**src/rtl/fsm_seq_ctrl.sv**
```systemverilog
// fsm_seq_ctrl -- multi-channel Idle/Start/Stop/Clear sequence controller.
//
// Each of CH channels steps Idle -> Start -> Stop -> Clear -> Idle on its own
// input A. A step is taken only once A has held the level the current state is
// waiting for for hold+1 consecutive cycles. A channel that dwells tmo cycles in
// any non-Idle state is forced back to Idle and reports err.
//
// Ports
//   Clock          clock, all state changes on the rising edge
//   Reset          synchronous, active-low reset
//   en   [CH]      per-channel enable; low parks the channel in Idle
//   A    [CH]      per-channel sequence input
//   hold [HOLD_W]  qualification length shared by all channels
//   tmo  [TMO_W]   dwell limit for Start/Stop/Clear; 0 disables the timeout
//   state[2*CH]    channel c state at [2c+1:2c]: Idle=00 Start=01 Stop=10 Clear=11
//   K2   [CH]      one-cycle pulse on Stop->Clear
//   K1   [CH]      one-cycle pulse on Clear->Idle
//   err  [CH]      one-cycle pulse on a timeout return to Idle
//   busy           high while any channel is outside Idle
module fsm_seq_ctrl #(
    parameter int CH     = 4,
    parameter int HOLD_W = 4,
    parameter int TMO_W  = 8
) (
    input  logic              Clock,
    input  logic              Reset,
    input  logic [CH-1:0]     en,
    input  logic [CH-1:0]     A,
    input  logic [HOLD_W-1:0] hold,
    input  logic [TMO_W-1:0]  tmo,
    output logic [2*CH-1:0]   state,
    output logic [CH-1:0]     K2,
    output logic [CH-1:0]     K1,
    output logic [CH-1:0]     err,
    output logic              busy
);

    typedef enum logic [1:0] {
        ST_IDLE  = 2'b00,
        ST_START = 2'b01,
        ST_STOP  = 2'b10,
        ST_CLEAR = 2'b11
    } state_t;

    state_t            state_q [CH];
    state_t            state_d [CH];
    logic [HOLD_W-1:0] sc_q    [CH];
    logic [HOLD_W-1:0] sc_d    [CH];
    logic [TMO_W-1:0]  dc_q    [CH];
    logic [TMO_W-1:0]  dc_d    [CH];
    logic [CH-1:0]     k1_q, k1_d;
    logic [CH-1:0]     k2_q, k2_d;
    logic [CH-1:0]     err_q, err_d;
    logic              busy_q, busy_d;

    logic [CH-1:0]     match;
    logic [CH-1:0]     qual;
    logic [CH-1:0]     tmo_hit;

    // Saturating increments: a saturated counter stays put and therefore can
    // never re-match a smaller hold/tmo value until it is cleared.
    function automatic logic [HOLD_W-1:0] sc_inc(input logic [HOLD_W-1:0] v);
        return (&v) ? v : v + HOLD_W'(1);
    endfunction

    function automatic logic [TMO_W-1:0] dc_inc(input logic [TMO_W-1:0] v);
        return (&v) ? v : v + TMO_W'(1);
    endfunction

    always_comb begin
        match   = '0;
        qual    = '0;
        tmo_hit = '0;
        k1_d    = '0;
        k2_d    = '0;
        err_d   = '0;
        busy_d  = 1'b0;
        for (int c = 0; c < CH; c++) begin
            state_d[c] = state_q[c];
            sc_d[c]    = sc_q[c];
            dc_d[c]    = dc_q[c];

            // Idle and Stop wait for A high, Start and Clear for A low.
            match[c]   = (A[c] == ~state_q[c][0]);
            qual[c]    = match[c] && (sc_q[c] == hold);
            tmo_hit[c] = (tmo != '0) && (state_q[c] != ST_IDLE)
                         && (dc_q[c] == tmo - TMO_W'(1)) && !qual[c];

            if (!en[c]) begin
                state_d[c] = ST_IDLE;
                sc_d[c]    = '0;
                dc_d[c]    = '0;
            end else if (qual[c]) begin
                // Sequence order equals encoding order, so advance wraps Clear->Idle.
                state_d[c] = state_t'(state_q[c] + 2'd1);
                sc_d[c]    = '0;
                dc_d[c]    = '0;
                k2_d[c]    = (state_q[c] == ST_STOP);
                k1_d[c]    = (state_q[c] == ST_CLEAR);
            end else if (tmo_hit[c]) begin
                state_d[c] = ST_IDLE;
                sc_d[c]    = '0;
                dc_d[c]    = '0;
                err_d[c]   = 1'b1;
            end else begin
                sc_d[c] = match[c] ? sc_inc(sc_q[c]) : '0;
                dc_d[c] = (state_q[c] == ST_IDLE) ? '0 : dc_inc(dc_q[c]);
            end

            // Built from next state so busy lands on the same edge as state.
            busy_d = busy_d | (state_d[c] != ST_IDLE);
        end
    end

    // ---- state / counter / pulse registers ----
    always_ff @(posedge Clock) begin
        if (!Reset) begin
            for (int c = 0; c < CH; c++) begin
                state_q[c] <= ST_IDLE;
                sc_q[c]    <= '0;
                dc_q[c]    <= '0;
            end
            k1_q   <= '0;
            k2_q   <= '0;
            err_q  <= '0;
            busy_q <= 1'b0;
        end else begin
            for (int c = 0; c < CH; c++) begin
                state_q[c] <= state_d[c];
                sc_q[c]    <= sc_d[c];
                dc_q[c]    <= dc_d[c];
            end
            k1_q   <= k1_d;
            k2_q   <= k2_d;
            err_q  <= err_d;
            busy_q <= busy_d;
        end
    end

    always_comb begin
        state = '0;
        for (int c = 0; c < CH; c++) begin
            state[2*c +: 2] = state_q[c];
        end
    end

    assign K1   = k1_q;
    assign K2   = k2_q;
    assign err  = err_q;
    assign busy = busy_q;

endmodule

```
**config.mk**
```make
export PLATFORM = sky130hd
export DESIGN_NAME = fsm_seq_ctrl
export DESIGN_NICKNAME = d
export VERILOG_FILES = /design/src/rtl/fsm_seq_ctrl.sv
export SDC_FILE = /design/constraint.sdc
export NUM_CORES = 1
export LEC_CHECK = 0
export ABC_CLOCK_PERIOD_IN_PS = 6750
export BUFFER_PORTS_ARGS = -buffer_cell sky130_fd_sc_hd__clkbuf_2
export CORE_MARGIN = 5
export CORE_UTILIZATION = 64
export DETAILED_ROUTE_END_ITERATION = 6
export GPL_TIMING_DRIVEN = 0
export PLACE_DENSITY = 0.94
export SLEW_MARGIN = 10
export SYNTH_ARGS = -nofsm -noshare
export SYNTH_HDL_FRONTEND = slang
export SYNTH_SLANG_ARGS = --single-unit
```
**constraint.sdc**
```tcl
create_clock -name Clock -period 6.75 [get_ports Clock]
set_input_delay 0.3375 -clock Clock [delete_from_list [all_inputs] [get_ports Clock]]
set_output_delay 0.3375 -clock Clock [all_outputs]
set_load 0.05 [all_outputs]
```
# --- Word-level counts from Yosys, hierarchy flattened ---
# Memories as Yosys holds them, arrays and structs flattened.
# Cells that the tools add are included.
op_classes:
  addsub: 13
  n_eq_ne: 20
  n_mux: 70
  bitwise_logic: 24
  reduce_logical: 49
ops:
  columns: ["operator", "count"]
  rows:
  - ["$mux 8", 24]
  - ["$mux 4", 24]
  - ["$add 8x1->8 const B", 4]
  - ["$eq 8x8->1", 4]
  - ["$mux 2", 16]
  - ["$reduce_and 8->1", 4]
  - ["$add 4x1->4 const B", 4]
  - ["$eq 2x2->1 const B", 8]
  - ["$eq 4x4->1", 4]
  - ["$logic_and 1x1->1", 16]
  - ["$reduce_and 4->1", 4]
  - ["$reduce_bool 2->1", 8]
  - ["$or 1x1->1", 15]
  - ["$reduce_and 3->1", 4]
  - ["$reduce_or 3->1", 4]
  - ["$not 1->1", 9]
  - ["$add 2x1->2 const B", 4]
  - ["$logic_not 2->1", 4]
  - ["$reduce_bool 8->1", 1]
  - ["$sub 8x1->8 const B", 1]
  - ["$mux 1", 6]
  - ["$eq 1x1->1", 4]
  - ["$logic_not 1->1", 4]
totals:
  ff_bits: 13
  ramBits: 56
  in_bits: 22
  out_inout_bits: 21
  word_cells: 192
  n_memories: 3
memory_table:
  columns: ["name", "words", "width", "rd", "rd_clocked_by_memory_dff", "write_ports", "line_no", "text"]
  rows:
  - ["dc_q", 4, 8, 4, 0, 4, "49", "logic [TMO_W-1:0] dc_q [CH];"]
  - ["sc_q", 4, 4, 4, 0, 4, "47", "logic [HOLD_W-1:0] sc_q [CH];"]
  - ["state_q", 4, 2, 4, 0, 4, "45", "state_t state_q [CH];"]

# --- Depth between registers and ports, before layout ---
# Gate-level depths: netlist (run 1).
logic_depth:
  word_depth: 12
  depth_mapped: 11
  ltp_nobuf: 9

# --- Worst setup path before layout (run 1) ---
# No wires, ideal clock.
synth_path:
  path_type: "in2reg"
  from: "input port tmo[0]"
  to: "register busy_q (netlist: busy)"
  setup_time_ns: 0.140
  t_arrival_ns: 2.462
  required_time_ns: 6.610
  slack_ns: 4.149
  stages: 10
  n_path_buf: 1
  path_cell_list: "buf_4 > inv_1 > ha_1 > nor3b_1 > a311o_1 > nor4_1 > nand3_1 > o31a_1 > a2111oi_0 > a41oi_1"
synth_between:
  elab_chain_cells: 11
  elab_cells_between_ends: 37
  classes_between: "add/sub: 1; eq/ne: 4; mux: 12; bitwise: 3; reduce/logical: 17"
synth_lines:
  columns: ["item", "line_no", "text"]
  rows:
  - ["from (decl)", "30", "input logic [TMO_W-1:0] tmo,"]
  - ["$sub 8x1->8 / $reduce_bool 8->1 (equally long branches)", "87, 86", null]
  - ["$eq 8x8->1 / $logic_and 1x1->1 (equally long branches)", "87, 86", null]
  - ["$logic_and 1x1->1 (2 in a row)", "87", "&& (dc_q[c] == tmo - TMO_W'(1)) && !qual[c];"]
  - ["$mux 2", "100", "end else if (tmo_hit[c]) begin"]
  - ["$mux 2", "93", "end else if (qual[c]) begin"]
  - ["$mux 2", "89", "if (!en[c]) begin"]
  - ["$reduce_bool 2->1", "111", "busy_d = busy_d | (state_d[c] != ST_IDLE);"]
  - ["$or 1x1->1 (2 in a row)", "111", null]
  - ["$or 1x1->1 (*)", "111", null]
  - ["to (signal assigned)", "136", "busy_q <= busy_d;"]
  - ["to (decl)", "54", "logic busy_q, busy_d;"]
# Mark *: on every way between the ends. The rest lies on a longest branch, timed or not.
# A chain may end at the register's enable or synchronous reset.

# --- Worst setup path after layout (run 1) ---
# Same ends and word-level chain as after synthesis.

==> results of run 1 <==
## logic make-up (layout without fill, tap and decap cells)
family / after synthesis / count (layout) / share of synthesized area (%)
buffers and inverters: 30 / 85 / 3.19
AND/OR/NAND/NOR: 224 / 224 / 28.6
AO/OA/AOI/OAI: 55 / 55 / 8.60
flip-flops: 69 / 69 / 32.6
multiplexers: 10 / 10 / 2.36
adder cells (fa/ha/maj): 21 / 21 / 6.21
XOR/XNOR: 73 / 73 / 18.4
## worst register-to-register path, cell delays in order, from the launching register on
cell and delay (ns):
dfxtp_1 0.46, inv_1 0.12, ha_1 0.23, a311o_1 0.27, nor4_1 0.33, nand3_1 0.17, o31a_1 0.30, a2111oi_0 0.43
a41oi_1 0.18
## worst max-delay path by stage
stage / startpoint / to / slack [ns]
after global routing: tmo[0] / busy / 3.72
after CTS: tmo[0] / busy / 3.99
after global placement: tmo[0] / busy / 3.59
after floorplan: tmo[0] / busy / 4.15
final: tmo[0] / busy / 3.92
after detailed placement: tmo[0] / busy / 3.62
## area by class of cell
cell class                      instances  area, sq um
Tap cell                               77         96.3
Multi-Input combinational cell        383         2720
Sequential cell                        69         1380
Fill cell                             435         1580
Clock buffer                           10          138
Timing Repair Buffer                   39          195
Buffer                                 14         75.1
Inverter                               16         60.1
Clock inverter                          6          134
## sequential cells by signal, summed over array words and instances, names as in the netlist
signal,count
err,4
K2,4
dc_q,32
state_q,8
busy,1
sc_q,16
K1,4
## routing by layer
layer  global-route usage [%]  up-vias
li1                         -     1822
met1                     28.7     1824
met2                     42.9      163
met3                     6.36       33
met4                     13.6        0
met5                        0        -
## power by group
group	internal (W)	total (W)	switching [W]	leakage, nW
logic	0.0000325	0.0000764	0.0000439	1.24
registers	0.000409	0.000411	0.00000290	0.556
clock network	0.000293	0.000458	0.000165	0.136
total	0.000734	0.000946	0.000212	1.93
## through the flow
stage / setup slack, ns / hold WS, ns
after global routing: 3.72 / 0.303
after global placement: 3.59 / 0.519
after floorplan: 4.15 / 0.501
after detailed placement: 3.62 / 0.537
final: 3.92 / 0.309
after CTS: 3.99 / 0.288
## cell usage in the layout (no fill, tap or decap), types with 3 or more instances in the layout
| master | n |
|---|---|
| a2111oi_0 | 3 |
| a211oi_1 | 7 |
| a21oi_1 | 12 |
| a31oi_1 | 9 |
| and2_1 | 5 |
| and3_1 | 7 |
| and4_1 | 8 |
| bufinv_16 | 4 |
| clkbuf_1 | 7 |
| clkbuf_2 | 40 |
| clkbuf_8 | 10 |
| dfxtp_1 | 69 |
| ha_1 | 21 |
| inv_1 | 16 |
| mux2i_1 | 10 |
| nand2_1 | 29 |
| nand2b_1 | 5 |
| nand3_1 | 36 |
| nand3b_1 | 8 |
| nand4_1 | 7 |
| nand4b_1 | 3 |
| nor2_1 | 62 |
| nor3_1 | 19 |
| nor3_2 | 3 |
| nor3b_1 | 8 |
| nor4_1 | 7 |
| o211ai_1 | 3 |
| o21ai_0 | 9 |
| or3_1 | 3 |
| xnor2_1 | 35 |
| xnor3_1 | 8 |
| xor2_1 | 28 |
==> impl_metrics.env, run 1 <==
export IMPL_die_y_um=91.3
export IMPL_cp_slowest_cell="nor3b_1"
export IMPL_cts_tree="built"
export IMPL_dieArea_sq_um=8340
export IMPL_slew_headroom_pct=16.6
export IMPL_clk_latency_ns=0.36
export IMPL_min_from="en[1]"
export IMPL_holdBufCountCts=0
export IMPL_final_setup_tns_ns=0
export IMPL_finClkSkew_ns=0.00896
export IMPL_layout_core_utilization_pct=75.2
export IMPL_critPathCaptureType="register"
export IMPL_rows=29
export IMPL_layoutNonFillerInstCount=614
export IMPL_synth_edf_count=0
export IMPL_leakagePower_nw=1.93
export IMPL_synthDistinctLibCells=54
export IMPL_io_buffers=39
export IMPL_crit_required_ns=6.98
export IMPL_finalNetCount=575
export IMPL_top_layer_used="met4"
export IMPL_status="finished clean"
export IMPL_clkTransAtPathRegs_ns=0.08
export IMPL_place_area_sq_um=4530
export IMPL_root_buffer="clkbuf_8"
export IMPL_wl_um=10300
export IMPL_synth_area_top_cells="dfxtp_1, xnor2_1, ha_1, xor2_1, nor2_1"
export IMPL_crit_path_max_incr_delay_ns=0.62
export IMPL_grt_pass1_wl_um=17100
export IMPL_drtAntennaViolNets=0
export IMPL_io_pins=43
export IMPL_drive_gt1_share_pct=13.6
export IMPL_start_util_pct=66.3
export IMPL_areaGrowthSynthToFinish_pct=13.4
export IMPL_cts_sinks=69
export IMPL_synth_top_area_cell="dfxtp_1"
export IMPL_r2r_end="busy"
export IMPL_fin_crit_ns=2.83
export IMPL_cts_buffer_depth=2
export IMPL_hp_class="primary input to register"
export IMPL_critPathTopFamily="compound AO/OA/AOI/OAI gates"
export IMPL_worstSetupStartpointType="primary input"
export IMPL_synth_nets=525
export IMPL_grt_pass1_vias=3761
export IMPL_hold_path_end="K2[1]"
export IMPL_antenna_found_initial=0
export IMPL_design_area_sq_um=4800
export IMPL_h_tree_depth=3
export IMPL_critPathKind="primary input to register"
export IMPL_setup_viol=0
export IMPL_yosysMostFrequentCell="dfxtp_1"
export IMPL_synth_seq_cells=69
export IMPL_path_max_fanout=8
export IMPL_reg2regPathDepth=8
export IMPL_die_w_um=91.3
export IMPL_synth_area_sq_um=4230
export IMPL_dpl_hpwl_um=7510
export IMPL_cts_buffers_inserted=9
export IMPL_drc=0
export IMPL_power_density_nw_per_um2=197
export IMPL_p_total_w=0.000946
export IMPL_worst_pin_slew_ns=1.24
export IMPL_slew_viol_final=0
export IMPL_r2r_slack_ns=4.13
export IMPL_timing_rr_start="state_q[0][0]"
export IMPL_yosysTopAreaCellShare_pct=32.6
export IMPL_async_reset_ff_share_pct=0
export IMPL_hold_viol_final=0
export IMPL_cts_resized=0
export IMPL_wl_met1_um=4210
export IMPL_core_area_sq_um=6390
export IMPL_drtIter0Drc=274
export IMPL_wl_met3_um=670
export IMPL_wl_per_cell_um=16.8
export IMPL_cp_num_cells=9
export IMPL_grt_max_degree=13
export IMPL_ys_seq_area_share_pct=32.6
export IMPL_peakVddDrop_uv=240
export IMPL_synthTopCellsByCount="dfxtp_1, nor2_1, nand3_1"
export IMPL_antenna_cells=0
export IMPL_cts_setup_buffers=0
export IMPL_rsz0062_at_grt="no"
export IMPL_grt_util_all_layers_pct=25.1
export IMPL_gp_congestion=0.956
export IMPL_firstDrtPassIters=5
export IMPL_hold_path_depth=2
export IMPL_netlist_instances=482
export IMPL_cp_cell_sequence="buf_4 > inv_1 > ha_1 > nor3b_1 > xnor2_1 > a2111oi_0 > nand4b_1 > a32oi_1 > a41oi_1"
export IMPL_dp_cells=598
export IMPL_fmax_mhz=353
export IMPL_critPathBufInv=2
export IMPL_via_per_inst=6.26
export IMPL_fin_crit_sh_pct=41.9
export IMPL_maxCapViolations=0
export IMPL_worstPathArrival_ns=3.05
export IMPL_yosysWarnings=0
export IMPL_wl_met2_um=5150
export IMPL_syn_area_per_cell_sq_um=8.78
export IMPL_num_vias=3842
export IMPL_gr_total_overflow=0
export IMPL_ys_flop_type="dfxtp_1"
No activity file was read; power rests on OpenSTA's default activity.
==> inputs of run 2 (changes only) <==
Settings changed: ABC_CLOCK_PERIOD_IN_PS 6750 to 2700, CORE_UTILIZATION 64 to 59, PLACE_DENSITY 0.94 to 0.88.
Clock period 6.75 ns to 2.7 ns, I/O delays scaled along.
==> run 2 against run 1 <==
Via count fell by 3.2%. Non-clock buffer count rose by 2. Combinational power rose to 2.5 times the previous value. Final cell count rose by 3.3%. Hold slack got worse by 0.21 ns. Clock power rose by 81%. Core utilization fell by 6.0 points. Critical path type is now register to register. Largest cell class unchanged. Largest power group is now registers.
==> impl_metrics.env, run 2 (same netlist as run 1, synthesis figures left out) <==
export IMPL_grt_pass1_vias=3541
export IMPL_seqPwrFrac_pct=50.2
export IMPL_timing_rr_start="state_q[1][0]"
export IMPL_fmax_mhz=411
export IMPL_largest_register_ff_count=32
export IMPL_drtIter0Drc=218
export IMPL_hp_class="primary input to register"
export IMPL_switching_share_pct=25.7
export IMPL_reg2regPathDepth=8
export IMPL_slew_viol_final=0
export IMPL_critPathTopFamily="compound AO/OA/AOI/OAI gates"
export IMPL_via_per_inst=5.86
export IMPL_clk_latency_ns=0.35
export IMPL_io_pins=43
export IMPL_grtUsageMet1_pct=29.0
export IMPL_antenna_found_initial=0
export IMPL_wl_um=9910
export IMPL_grt_util_all_layers_pct=23.1
export IMPL_final_common_cell="dfxtp_1"
export IMPL_power_density_nw_per_um2=429
export IMPL_hold_viol_final=0
export IMPL_cp_cell_sequence="inv_1 > ha_1 > or3_1 > a2111oi_0 > nand4b_1 > buf_4 > a32oi_1 > a41oi_1"
export IMPL_place_area_sq_um=4550
export IMPL_wl_per_cell_um=15.6
export IMPL_holdWs_ns=0.0973
export IMPL_hold_path_depth=2
export IMPL_start_util_pct=61.3
export IMPL_internal_power_w=0.00152
export IMPL_worstSetupStartpointType="register"
export IMPL_areaGrowthSynthToFinish_pct=13.0
export IMPL_critPathKind="register to register"
export IMPL_h_tree_depth=3
export IMPL_leakagePower_nw=1.91
export IMPL_dieArea_sq_um=8970
export IMPL_root_buffer="clkbuf_8"
export IMPL_final_cell_mix="dfxtp_1, nor2_1, clkbuf_2, nand3_1, xnor2_1"
export IMPL_fin_crit_sh_pct=90.1
export IMPL_cts_buffer_depth=2
export IMPL_p_clk_share_pct=40.5
export IMPL_busiest_layer="met2"
export IMPL_critPathBufInv=2
export IMPL_core_area_sq_um=6910
export IMPL_crit_required_ns=2.91
export IMPL_p_switching_w=0.000526
export IMPL_io_buffers=39
export IMPL_path_max_fanout=7
export IMPL_use_met3_pct=5.34
export IMPL_grt_max_degree=13
export IMPL_cts_sinks=69
export IMPL_holdBufCountCts=0
export IMPL_p_comb_share_pct=9.4
export IMPL_crit_path_max_incr_delay_ns=0.45
export IMPL_cp_num_cells=8
export IMPL_peakVddDrop_uv=264
export IMPL_finalNetCount=577
export IMPL_die_w_um=94.7
export IMPL_drive_gt1_share_pct=14.5
export IMPL_drtAntennaViolNets=0
export IMPL_fin_crit_ns=2.43
export IMPL_crit_start="state_q[1][0]"
export IMPL_grt_pass1_wl_um=16400
export IMPL_use_met2_pct=38.5
export IMPL_reg_largest_list="dc_q x32, sc_q x16, state_q x8"
export IMPL_setup_viol=0
export IMPL_min_from="en[1]"
export IMPL_slew_headroom_pct=44.9
export IMPL_dpl_hpwl_um=7210
export IMPL_p_total_w=0.00205
export IMPL_firstDrtPassIters=5
export IMPL_cp_slowest_cell="dfxtp_1"
export IMPL_worst_pin_slew_ns=0.819
export IMPL_rows=30
export IMPL_drc=0
export IMPL_largest_register="dc_q"
export IMPL_status="finished clean"
export IMPL_die_y_um=94.7
export IMPL_design_area_sq_um=4780
export IMPL_finClkSkew_ns=0.00820
export IMPL_gr_total_overflow=0
export IMPL_maxCapViolations=0
export IMPL_num_vias=3718
export IMPL_worstPathArrival_ns=2.64
export IMPL_cts_buffers_inserted=9
export IMPL_critPathCaptureType="register"
export IMPL_clkTransAtPathRegs_ns=0.08
export IMPL_cts_tree="built"
export IMPL_antenna_cells=0
export IMPL_rsz0062_at_grt="no"
export IMPL_nFillCells=562
export IMPL_gp_congestion=0.919
[run 2: cell count changes in the layout (fill, tap and decap cells not counted), sizes merged]
cell / change
clkinv: +2
clkbuf: -1
bufinv: -3
buf: +2
clkinvlp: +1
[run 2: final timing paths]
check | endpoint | slack [ns]
worst min register to register | sc_q[1][3] | 0.54
worst max register to register | busy | 0.27
worst min-delay path | K2[1] | 0.1
worst max-delay path | busy | 0.27
[run 2: routing by layer]
metal | vias to the layer above | wire [um]
li1 | 1834 | -
met1 | 1746 | 4280
met2 | 121 | 4930
met3 | 17 | 529
met4 | 0 | 165
met5 | - | 0
[run 2: timing repair]
item                                    CTS  global route
endpoints found under the setup margin    0             9
resized for setup                         0             3
buffers inserted                          0             2
[run 2: power groups by stage]
stage / Clock [W] / Combinational [W] / Sequential, W
after floorplan: 0 / 0.000125 / 0.00105
after global placement: 0 / 0.000177 / 0.00105
after detailed placement: 0 / 0.000184 / 0.00105
after CTS: 0.000843 / 0.000186 / 0.00103
after global routing: 0.000886 / 0.000208 / 0.00103
final: 0.000830 / 0.000192 / 0.00103
[run 2: area by class of cell]
cell class | instances | area, sq um | share of cell area [%]
Multi-Input combinational cell | 383 | 2750 | 57.4
Timing Repair Buffer | 41 | 210 | 4.39
Sequential cell | 69 | 1380 | 28.9
Clock buffer | 9 | 124 | 2.59
Inverter | 16 | 60.1 | 1.26
Clock inverter | 6 | 65.1 | 1.36
Tap cell | 96 | 120 | 2.51
Buffer | 14 | 75.1 | 1.57
[run 2: stage by stage]
stage                     util [%]  cells  setup TNS (ns)  setup slack [ns]
after CTS                     68.6    632               0            0.0106
after global routing          69.3    634               0            0.0320
final                         69.3    634               0             0.267
after floorplan                  -    482               0             0.130
after global placement        65.9    617           -1.94            -0.282
after detailed placement      65.9    617           -2.99            -0.333
==> inputs of run 3 (changes only) <==
==> constraint.sdc (replaced) <==
create_clock -name Clock -period 2.7 [get_ports Clock]
set_input_delay 0.27 -clock Clock [delete_from_list [all_inputs] [get_ports Clock]]
set_output_delay 0.27 -clock Clock [all_outputs]
set_load 0.05 [all_outputs]
==> run 3 against run 2 <==
Count of clock-buffer cells in the layout is the same. Highest routed layer unchanged. First-iteration DRC count increased by 11%. Setup slack lost 0.023 ns. Hold slack better by 0.13 ns. Global-route usage is the same. Clock power shrank 0.6%. Combinational power is essentially flat.
==> impl_metrics.env, run 3 (same netlist as run 1, synthesis figures left out) <==
export IMPL_status="finished clean"
export IMPL_io_buffers=39
export IMPL_cts_buffer_depth=2
export IMPL_h_tree_depth=3
export IMPL_grt_pass1_vias=3545
export IMPL_wl_per_cell_um=15.6
export IMPL_drtAntennaViolNets=0
export IMPL_p_comb_share_pct=9.4
export IMPL_fin_crit_sh_pct=91.0
export IMPL_drc=0
export IMPL_worstPathArrival_ns=2.66
export IMPL_path_max_fanout=7
export IMPL_rsz0062_at_grt="no"
export IMPL_hp_class="primary input to register"
export IMPL_root_buffer="clkbuf_8"
export IMPL_antenna_found_initial=0
export IMPL_clkTransAtPathRegs_ns=0.08
export IMPL_p_switching_w=0.000521
export IMPL_final_common_cell="dfxtp_1"
export IMPL_finalNetCount=577
export IMPL_worstSetupStartpointType="register"
export IMPL_nFillCells=562
export IMPL_critPathBufInv=2
export IMPL_cts_tree="built"
export IMPL_crit_required_ns=2.91
export IMPL_die_w_um=94.7
export IMPL_clk_latency_ns=0.35
export IMPL_num_vias=3740
export IMPL_seqPwrFrac_pct=50.3
export IMPL_place_area_sq_um=4550
export IMPL_cp_slowest_cell="dfxtp_1"
export IMPL_critPathCaptureType="register"
export IMPL_cts_buffers_inserted=9
export IMPL_core_area_sq_um=6910
export IMPL_firstDrtPassIters=5
export IMPL_cp_cell_sequence="inv_1 > ha_1 > or3_1 > a2111oi_0 > nand4b_1 > buf_4 > a32oi_1 > a41oi_1"
export IMPL_finClkSkew_ns=0.00827
export IMPL_fin_crit_ns=2.46
export IMPL_io_pins=43
export IMPL_setup_viol=0
export IMPL_dieArea_sq_um=8970
export IMPL_crit_path_max_incr_delay_ns=0.45
export IMPL_switching_share_pct=25.5
export IMPL_grt_util_all_layers_pct=23.1
export IMPL_dpl_hpwl_um=7210
export IMPL_gr_total_overflow=0
export IMPL_drive_gt1_share_pct=14.5
export IMPL_drtIter0Drc=243
export IMPL_critPathKind="register to register"
export IMPL_hold_viol_final=0
export IMPL_fmax_mhz=407
export IMPL_hold_path_depth=2
export IMPL_grt_pass1_wl_um=16400
export IMPL_largest_register_ff_count=32
export IMPL_critPathTopFamily="compound AO/OA/AOI/OAI gates"
export IMPL_wl_um=9880
export IMPL_dp_cells=617
export IMPL_worst_pin_slew_ns=0.812
export IMPL_holdBufCountCts=0
export IMPL_cts_sinks=69
export IMPL_power_density_nw_per_um2=428
export IMPL_p_clk_share_pct=40.3
export IMPL_antenna_cells=0
export IMPL_reg_largest_list="dc_q x32, sc_q x16, state_q x8"
export IMPL_grt_max_degree=13
export IMPL_r2r_end="busy"
export IMPL_peakVddDrop_uv=264
export IMPL_slew_headroom_pct=45.4
export IMPL_internal_power_w=0.00152
export IMPL_largest_register="dc_q"
export IMPL_timing_rr_start="state_q[1][0]"
export IMPL_start_util_pct=61.3
export IMPL_min_from="en[1]"
export IMPL_r2r_slack_ns=0.24
export IMPL_design_area_sq_um=4780
export IMPL_leakagePower_nw=1.91
export IMPL_areaGrowthSynthToFinish_pct=13.0
export IMPL_layoutNonFillerInstCount=634
export IMPL_maxCapViolations=0
export IMPL_reg2regPathDepth=8
export IMPL_die_y_um=94.7
export IMPL_slew_viol_final=0
export IMPL_final_cell_mix="dfxtp_1, nor2_1, clkbuf_2, nand3_1, xnor2_1"
export IMPL_hold_path_end="K2[1]"
export IMPL_gp_congestion=0.919
export IMPL_rows=30
export IMPL_via_per_inst=5.90
run 3: cell counts in the layout (fill, tap and decap cells not counted):
No cell type changed its count.
run 3: power by group through the flow:
| stage | clock network (W) | logic (W) | registers (W) |
|---|---|---|---|
| finish | 0.000825 | 0.000192 | 0.00103 |
| floorplan | 0 | 0.000125 | 0.00105 |
| global placement | 0 | 0.000177 | 0.00105 |
| global route | 0.000885 | 0.000208 | 0.00103 |
| detailed placement | 0 | 0.000184 | 0.00105 |
| CTS | 0.000843 | 0.000186 | 0.00103 |
run 3: what timing repair did:
| item | CTS | global route |
|---|---|---|
| endpoints found under the setup margin | 1 | 9 |
| pin swaps | 0 | 1 |
| resized for setup | 1 | 2 |
| setup buffers | 0 | 2 |
run 3: area by class of cell:
| cell class | count | area (sq um) | share of cell area, % |
|---|---|---|---|
| well taps | 96 | 120 | 2.51 |
| plain buffers | 14 | 75.1 | 1.57 |
| repair buffers | 41 | 210 | 4.39 |
| flip-flops and latches | 69 | 1380 | 28.9 |
| clock inverters | 6 | 65.1 | 1.36 |
| clock buffers | 9 | 124 | 2.59 |
| inverters | 16 | 60.1 | 1.26 |
| multi-input cells | 383 | 2750 | 57.4 |
run 3: how the worst max path moves through the flow:
stage,endpoint,from,slack [ns],cells after the start
after detailed placement,busy,tmo[0],-0.47,9
after floorplan,busy,state_q[0][0],0.13,8
after global routing,busy,state_q[1][0],0.03,8
after global placement,busy,tmo[0],-0.42,9
final,busy,state_q[1][0],0.24,8
after CTS,busy,state_q[3][0],0.01,6
run 3: per-stage QoR:
step / TNS (ns) / utilization (%) / total power (W) / hold slack (ns) / worst slack, ns
after floorplan: 0 / - / 0.00118 / 0.438 / 0.130
after global placement: -4.84 / 65.9 / 0.00123 / 0.520 / -0.417
after CTS: 0 / 68.7 / 0.00206 / 0.212 / 0.0106
after global routing: 0 / 69.3 / 0.00212 / 0.221 / 0.0320
final: 0 / 69.3 / 0.00205 / 0.228 / 0.244
after detailed placement: -6.17 / 65.9 / 0.00124 / 0.532 / -0.468
run 3: per-layer routing:
metal	wire length, um	up-vias	share of wire, %	global-route usage (%)
li1	-	1836	-	-
met5	0	-	0	0
met2	4970	141	50	38.6
met4	165	0	1.7	8.41
met1	4100	1744	41	28.8
met3	649	19	6.6	5.50
